==> src/rtl/mpls_ingress_dwrr_scheduler.sv <==
`default_nettype none
// ============================================================================
// Module   : mpls_ingress_dwrr_scheduler
// Purpose  : Deficit-weighted round-robin packet scheduler for the MPLS
//            ingress converged bus. Chooses which physical port owns the
//            converged-bus mux and holds that grant for whole packets. Each
//            port's byte share is set by a runtime-programmable quantum.
// Ports    : clk_i / reset_i    core clock, asynchronous active-high reset
//            req_i              per-port head-beat valid
//            beat_accept_i      handshake of the granted port's beat
//            beat_last_i        tlast of the accepted beat
//            beat_bytes_i       byte count of the accepted beat
//            quantum_wr_*_i     quantum programming (0 disables a port)
//            grant_o            one-hot mux select
//            grant_index_o      encoded grant
//            grant_valid_o      grant is live
//            deficit_neg_o      per-port deficit sign
// Options  : define MPLS_ING_SCHED_STATS_EN to add per-port packet/byte
//            counters with a combinational read port (stats_*).
// Revision : 1.0  initial release
// ============================================================================
module mpls_ingress_dwrr_scheduler #(
  parameter int NUM_PORTS       = 4,
  parameter int PORT_W          = (NUM_PORTS > 1) ? $clog2(NUM_PORTS) : 1,
  parameter int BEAT_BYTES_W    = 7,
  parameter int QUANTUM_W       = 16,
  parameter int DEFAULT_QUANTUM = 9600,
  parameter int DEFICIT_W       = QUANTUM_W + 2
) (
  input  logic                    clk_i,
  input  logic                    reset_i,
  input  logic [NUM_PORTS-1:0]    req_i,
  input  logic                    beat_accept_i,
  input  logic                    beat_last_i,
  input  logic [BEAT_BYTES_W-1:0] beat_bytes_i,
  input  logic                    quantum_wr_en_i,
  input  logic [PORT_W-1:0]       quantum_wr_port_i,
  input  logic [QUANTUM_W-1:0]    quantum_wr_data_i,
`ifdef MPLS_ING_SCHED_STATS_EN
  input  logic [PORT_W-1:0]       stats_rd_port_i,
  input  logic                    stats_clear_i,
  output logic [31:0]             stats_pkts_o,
  output logic [39:0]             stats_bytes_o,
`endif
  output logic [NUM_PORTS-1:0]    grant_o,
  output logic [PORT_W-1:0]       grant_index_o,
  output logic                    grant_valid_o,
  output logic [NUM_PORTS-1:0]    deficit_neg_o
);

  // Arithmetic is done one bit wider than the deficit so overflow can be
  // detected and clamped.
  localparam int SUM_W = DEFICIT_W + 1;
  localparam logic signed [SUM_W-1:0] DEF_MAX = $signed({2'b00, {(DEFICIT_W-1){1'b1}}});
  localparam logic signed [SUM_W-1:0] DEF_MIN = $signed({2'b11, {(DEFICIT_W-1){1'b0}}});
  localparam logic [PORT_W:0]   NUM_PORTS_EXT = (PORT_W+1)'(NUM_PORTS);
  localparam logic [PORT_W-1:0] LAST_PORT     = PORT_W'(NUM_PORTS-1);

  typedef enum logic [0:0] {
    ST_SELECT = 1'b0,
    ST_GRANT  = 1'b1
  } state_t;

  state_t                      state_q;
  logic [PORT_W-1:0]           ptr_q;
  logic [NUM_PORTS-1:0]        grant_q;
  logic [PORT_W-1:0]           grant_index_q;
  logic                        grant_valid_q;
  logic                        in_pkt_q;
  logic signed [DEFICIT_W-1:0] deficit_q [NUM_PORTS];
  logic signed [DEFICIT_W-1:0] deficit_d [NUM_PORTS];
  logic [QUANTUM_W-1:0]        quantum_q [NUM_PORTS];
  logic [NUM_PORTS-1:0]        deficit_neg_q;
  logic [NUM_PORTS-1:0]        deficit_neg_d;

  function automatic logic [PORT_W-1:0] next_port(input logic [PORT_W-1:0] p);
    return (p == LAST_PORT) ? '0 : p + PORT_W'(1);
  endfunction

  // --------------------------------------------------------------------------
  // Round-robin scan from the pointer: first eligible port wins; every port
  // visited before it is marked as passed over.
  // --------------------------------------------------------------------------
  logic                 scan_found;
  logic [PORT_W-1:0]    scan_sel;
  logic [NUM_PORTS-1:0] scan_pass;
  logic [PORT_W:0]      scan_idx;

  always_comb begin
    scan_found = 1'b0;
    scan_sel   = '0;
    scan_pass  = '0;
    scan_idx   = '0;
    for (int off = 0; off < NUM_PORTS; off++) begin
      scan_idx = {1'b0, ptr_q} + (PORT_W+1)'(off);
      if (scan_idx >= NUM_PORTS_EXT) begin
        scan_idx = scan_idx - NUM_PORTS_EXT;
      end
      if (!scan_found) begin
        if (req_i[scan_idx[PORT_W-1:0]] && (quantum_q[scan_idx[PORT_W-1:0]] != '0)) begin
          scan_found = 1'b1;
          scan_sel   = scan_idx[PORT_W-1:0];
        end else begin
          scan_pass[scan_idx[PORT_W-1:0]] = 1'b1;
        end
      end
    end
  end

  // --------------------------------------------------------------------------
  // Saturating deficit arithmetic: credit on selection, debit on each beat.
  // --------------------------------------------------------------------------
  logic signed [SUM_W-1:0]     add_sum;
  logic signed [SUM_W-1:0]     sub_diff;
  logic signed [DEFICIT_W-1:0] add_sat;
  logic signed [DEFICIT_W-1:0] sub_sat;
  logic                        add_pos;
  logic                        sub_pos;

  always_comb begin
    add_sum  = $signed({deficit_q[scan_sel][DEFICIT_W-1], deficit_q[scan_sel]})
             + $signed({{(SUM_W-QUANTUM_W){1'b0}}, quantum_q[scan_sel]});
    sub_diff = $signed({deficit_q[grant_index_q][DEFICIT_W-1], deficit_q[grant_index_q]})
             - $signed({{(SUM_W-BEAT_BYTES_W){1'b0}}, beat_bytes_i});
    add_sat  = (add_sum > DEF_MAX)  ? DEF_MAX[DEFICIT_W-1:0] : add_sum[DEFICIT_W-1:0];
    sub_sat  = (sub_diff < DEF_MIN) ? DEF_MIN[DEFICIT_W-1:0] : sub_diff[DEFICIT_W-1:0];
    add_pos  = !add_sat[DEFICIT_W-1] && (add_sat != '0);
    sub_pos  = !sub_sat[DEFICIT_W-1] && (sub_sat != '0);
  end

  // --------------------------------------------------------------------------
  // Deficit next-state and scheduling decisions.
  // --------------------------------------------------------------------------
  logic start_grant;
  logic skip_port;
  logic release_grant;

  always_comb begin
    deficit_d     = deficit_q;
    start_grant   = 1'b0;
    skip_port     = 1'b0;
    release_grant = 1'b0;
    case (state_q)
      ST_SELECT: begin
        // Idle or disabled ports lose any carried credit.
        for (int i = 0; i < NUM_PORTS; i++) begin
          if (scan_pass[i]) begin
            deficit_d[i] = '0;
          end
        end
        if (scan_found) begin
          deficit_d[scan_sel] = add_sat;
          if (add_pos) begin
            start_grant = 1'b1;
          end else begin
            skip_port = 1'b1;
          end
        end
      end
      ST_GRANT: begin
        if (beat_accept_i) begin
          deficit_d[grant_index_q] = sub_sat;
          // A port disabled mid-packet does not get a follow-on packet.
          if (beat_last_i && !(sub_pos && (quantum_q[grant_index_q] != '0))) begin
            release_grant = 1'b1;
          end
        end else if (!in_pkt_q && !req_i[grant_index_q]) begin
          // Between packets with nothing queued: give up the grant and the
          // leftover credit (deficit only survives while backlogged).
          release_grant            = 1'b1;
          deficit_d[grant_index_q] = '0;
        end
      end
      default: ;
    endcase
    for (int i = 0; i < NUM_PORTS; i++) begin
      deficit_neg_d[i] = deficit_d[i][DEFICIT_W-1];
    end
  end

  // --------------------------------------------------------------------------
  // Scheduler FSM with registered grant outputs.
  // --------------------------------------------------------------------------
  always_ff @(posedge clk_i or posedge reset_i) begin
    if (reset_i) begin
      state_q       <= ST_SELECT;
      ptr_q         <= '0;
      grant_q       <= '0;
      grant_index_q <= '0;
      grant_valid_q <= 1'b0;
      in_pkt_q      <= 1'b0;
      deficit_neg_q <= '0;
      for (int i = 0; i < NUM_PORTS; i++) begin
        deficit_q[i] <= '0;
      end
    end else begin
      deficit_q     <= deficit_d;
      deficit_neg_q <= deficit_neg_d;
      case (state_q)
        ST_SELECT: begin
          if (start_grant) begin
            state_q       <= ST_GRANT;
            grant_q       <= NUM_PORTS'(1) << scan_sel;
            grant_index_q <= scan_sel;
            grant_valid_q <= 1'b1;
            in_pkt_q      <= 1'b0;
          end else if (skip_port) begin
            ptr_q <= next_port(scan_sel);
          end
        end
        ST_GRANT: begin
          if (release_grant) begin
            state_q       <= ST_SELECT;
            grant_q       <= '0;
            grant_valid_q <= 1'b0;
            in_pkt_q      <= 1'b0;
            ptr_q         <= next_port(grant_index_q);
          end else if (beat_accept_i) begin
            in_pkt_q <= !beat_last_i;
          end
        end
        default: state_q <= ST_SELECT;
      endcase
    end
  end

  // Quantum table; a write only affects the next credit addition.
  always_ff @(posedge clk_i or posedge reset_i) begin
    if (reset_i) begin
      for (int i = 0; i < NUM_PORTS; i++) begin
        quantum_q[i] <= QUANTUM_W'(DEFAULT_QUANTUM);
      end
    end else if (quantum_wr_en_i && ({1'b0, quantum_wr_port_i} < NUM_PORTS_EXT)) begin
      quantum_q[quantum_wr_port_i] <= quantum_wr_data_i;
    end
  end

  assign grant_o       = grant_q;
  assign grant_index_o = grant_index_q;
  assign grant_valid_o = grant_valid_q;
  assign deficit_neg_o = deficit_neg_q;

`ifdef MPLS_ING_SCHED_STATS_EN
  // Per-port granted packet and byte counters; clear wins over a same-cycle
  // accept, and counters wrap.
  logic [31:0] stats_pkts_q  [NUM_PORTS];
  logic [39:0] stats_bytes_q [NUM_PORTS];

  always_ff @(posedge clk_i or posedge reset_i) begin
    if (reset_i) begin
      for (int i = 0; i < NUM_PORTS; i++) begin
        stats_pkts_q[i]  <= '0;
        stats_bytes_q[i] <= '0;
      end
    end else if (stats_clear_i) begin
      for (int i = 0; i < NUM_PORTS; i++) begin
        stats_pkts_q[i]  <= '0;
        stats_bytes_q[i] <= '0;
      end
    end else if (grant_valid_q && beat_accept_i) begin
      stats_bytes_q[grant_index_q] <= stats_bytes_q[grant_index_q] + 40'(beat_bytes_i);
      if (beat_last_i) begin
        stats_pkts_q[grant_index_q] <= stats_pkts_q[grant_index_q] + 32'd1;
      end
    end
  end

  assign stats_pkts_o  = stats_pkts_q[stats_rd_port_i];
  assign stats_bytes_o = stats_bytes_q[stats_rd_port_i];
`else
  // Statistics counters are not built in this configuration.
`endif

endmodule
`default_nettype wire

==> config.mk <==
export PLATFORM = sky130hd
export DESIGN_NAME = mpls_ingress_dwrr_scheduler
export DESIGN_NICKNAME = d
export VERILOG_FILES = /design/src/rtl/mpls_ingress_dwrr_scheduler.sv
export SDC_FILE = /design/constraint.sdc
export NUM_CORES = 1
export LEC_CHECK = 0
export ABC_AREA = 1
export CORE_ASPECT_RATIO = 1.4
export CORE_UTILIZATION = 45
export CTS_BUF_LIST = sky130_fd_sc_hd__clkbuf_2
export DETAILED_ROUTE_END_ITERATION = 8
export DONT_BUFFER_PORTS = 1
export PLACE_DENSITY = 0.7
export SYNTH_ARGS = -nofsm -noshare
export SYNTH_HDL_FRONTEND = slang
export SYNTH_SLANG_ARGS = --single-unit
==> constraint.sdc <==
create_clock -name clk_i -period 14.7 [get_ports clk_i]
set_clock_uncertainty 0.1 [all_clocks]
set_input_delay 2.94 -clock clk_i [delete_from_list [all_inputs] [get_ports clk_i]]
set_output_delay 2.94 -clock clk_i [all_outputs]
set_load 0.03 [all_outputs]
==> summary.md <==
| Metric | Value |
|---|---|
| Synth top cells by count | nand2_1, o21ai_0, a21oi_1, inv_1, dfrtp_1 |
| H-tree lvl count | 4 |
| Hold buffers post-CTS | 0 |
| Largest net degree at the start of global routing | just under 90 |
| Met1 WL | approximately 17000 um |
| CTS Buf Count | 17 |
| Synth top area cells | dfrtp_1, nand2_1, o21ai_0 |
| DIE HEIGHT | 198 um |
| GRT overflow | 0 |
| Most frequent cell after synthesis | nand2_1 |
| Syn_area_per_cell | between 6 and 7 um^2 |
| # rows | just over 70 |
| Antenna viol nets, final | 0 |
| GP Congestion | 0.964 |
| Req. time, crit path | ~15 ns |
| Family with the most delay on the worst path | simple AND/OR/NAND/NOR gates |
| Latest clock arrival within the worst-skew pair | 0.86 ns |
| Measured slew at the worst slew-check pin | approximately 1.3 ns |
| Die area | 28200 um^2 |
| Hold depth | 2 |
| Share of layout cells above drive strength 1 | 4.93% |
| Vias in the first global route | approximately 13000 |
| Post-synthesis cell type count | 51 |
| Slew Viols, Final | 0 |
| Hold Fails Final Rpt | 0 |
| F_max | 117 MHz |
| CTS max path bufs | 2 |
| Critical path launch point type | flop |
| Tcrit/Tclk final | 58.2% |
| Initial antenna violation count | 2 |
| Post-synthesis instance total | ~1900 |
| Ys flop type | dfrtp_1 |
| RSZ-0062 raised after global routing | no |
| IO Pins | 45 |
| Slowest-stage cell, CP | dfrtp_2 |
| Status | complete, no violations |
| Initial DRC count | between 1500 and 2000 |
| Fin Setup TNS | 0 ns |
| Crit path DAT | between 9 and 10 ns |
| Slew margin rel. | between 15 and 20% |
| Tmin final | 8.55 ns |
| # setup viols final | 0 |
| Yosys reg bits | around 150 |
| Via count normalized by instance count | 6.20 |
| # DRC | 0 |
| Top cell type by total area after synthesis | dfrtp_1 |
| Nets | roughly 1900 |
| First-pass GRT wire length | just over 70000 um |
| CORE AREA | between 20000 and 30000 um^2 |
| R2R depth | 39 |
| Final WL | ~45000 um |
| WP buf/inv | 6 |
| Vias | 13717 |
| IO buf count | 0 |
| Synth async-reset ratio | 100% |
| GRT Resource Usage Total | about a third |
| CP Max Fanout | 52 |
| Top Layer Used | met4 |
| # clock sinks | between 100 and 150 |
| Max-Cap Viols | 0 |
| Most Frequent Cell on Critical Path | nand2_1 |
| Met3 wire length | ~4200 um |
| CTS tree | built |
| Synth top area share | roughly a quarter |
| Fillers | roughly 2800 |
| Setup CP Type | flop to flop |
| Starting density of the core | between 40 and 50% |
| EDFF count, synth | 0 |
| Number of setup buffers added after CTS | 0 |
| DP HPWL | just over 30000 um |
| Worst setup EP type | flop |
| Clock slew seen by the registers of the worst setup and hold paths | approximately 0.22 ns |
| Hold Crit Class | flop to flop |
| WL/cell | approximately 20 um |
| Post-Syn Area | approximately 12000 um^2 |
| PostCTS Resize Cnt | 0 |
| Root buffer cell | clkbuf_2 |
| Detailed-router iteration count before antenna repair | 7 |
| Met2 wire length | 21100 um |
| Crit-path max cell delay | 0.87 ns |
| Critical Path Stages | 39 |
| Synth warn | 0 |
| Area grow syn2layout | 1.98% |
| Post-synth net total | roughly 2000 |
| DIE WIDTH | about 140 um |
| Sequential area share after synthesis | between 20% and 30% |
==> registers in the layout (all words and copies together) (netlist names) <==
register,cells
deficit_neg_o,3
quantum_q,64
deficit_q,69
state_q,1
in_pkt_q,1
grant_valid_o,1
grant_index_o,2
ptr_q,2
grant_o,4
==> worst paths after layout <==
| kind | slack, ns | from | endpoint |
|---|---|---|---|
| worst min-delay path | 0.41 | quantum_q[56]$_DFFE_PP1P_ | quantum_q[56]$_DFFE_PP1P_ |
| min in group asynchronous | 1.90 | reset_i | deficit_q[65]$_DFFE_PP0P_ |
| worst max-delay path | 6.15 | ptr_q[0]$_DFFE_PP0P_ | grant_o[3]$_DFFE_PP0P_ |
| max in group asynchronous | 11.05 | reset_i | deficit_q[4]$_DFFE_PP0P_ |
| worst min register to register | 0.41 | quantum_q[56]$_DFFE_PP1P_ | quantum_q[56]$_DFFE_PP1P_ |
| worst max register to register | 6.15 | ptr_q[0]$_DFFE_PP0P_ | grant_o[3]$_DFFE_PP0P_ |
==> tightest hold or removal path: stages (launching register included) <==
cell and delay [ns]:
dfstp_2 0.41, nand2_1 0.05, o21ai_0 0.07
==> layout make-up <==
| cell class | instances | area (um^2) | share of cell area, % |
|---|---|---|---|
| clock buffer | 19 | 95.1 | 0.753 |
| antenna | 1 | 2.50 | 0.0198 |
| sequential | 147 | 3700 | 29.3 |
| inverter | 199 | 754 | 5.98 |
| tap | 365 | 457 | 3.62 |
| clock inverter | 13 | 135 | 1.07 |
| multi-input combinational | 1452 | 7370 | 58.4 |
| timing repair buffer | 15 | 113 | 0.892 |
==> layer usage <==
layer  vias to the layer above  global-route usage (%)
li1                       6374                       -
met1                      6314                    39.1
met2                       810                    53.8
met5                         -                       0
met4                         0                    21.9
met3                       219                    6.22
==> kinds of logic after synthesis <==
| group | after synthesis | synth area share, % |
|---|---|---|
| flops | 147 | 29.9 |
| simple gates | 735 | 24.8 |
| compound gates | 657 | 29.1 |
| buf+inv | 316 | 10.7 |
| fa+ha+maj | 37 | 3.86 |
| xor+xnor | 23 | 1.63 |
==> layout by cell type, fill, tap and decap left out, drive strengths merged, types with 3 or more instances in the layout <==
cell      instances
a32oi             3
or2               5
o211ai            4
nand4            21
nand3b            4
nand3           116
a21oi           197
o21a              3
dfstp            16
ha               35
dfrtp           131
buf              15
nor3              5
clkbuf           19
nand2           467
o22ai           121
o21ai           288
a22oi            11
o221ai           20
clkinvlp          3
xor2              8
inv             193
clkinv           14
xnor2            15
nor2            109
==> stage by stage <==
stage	std cells	setup WS, ns	util, %	area [um^2]	hold slack [ns]
final	2211	6.15	46.9	12600	0.407
after global routing	2211	5.62	46.9	12600	0.429
after CTS	2210	6.40	46.9	12600	0.413
after detailed placement	2178	5.77	46.0	12400	0.377
after global placement	2178	5.93	46.0	12400	0.372
after floorplan	1915	7.43	-	12400	0.342
Power is not shown: default switching activity piles up to over one toggle a cycle in this logic, so the estimate is an artifact.
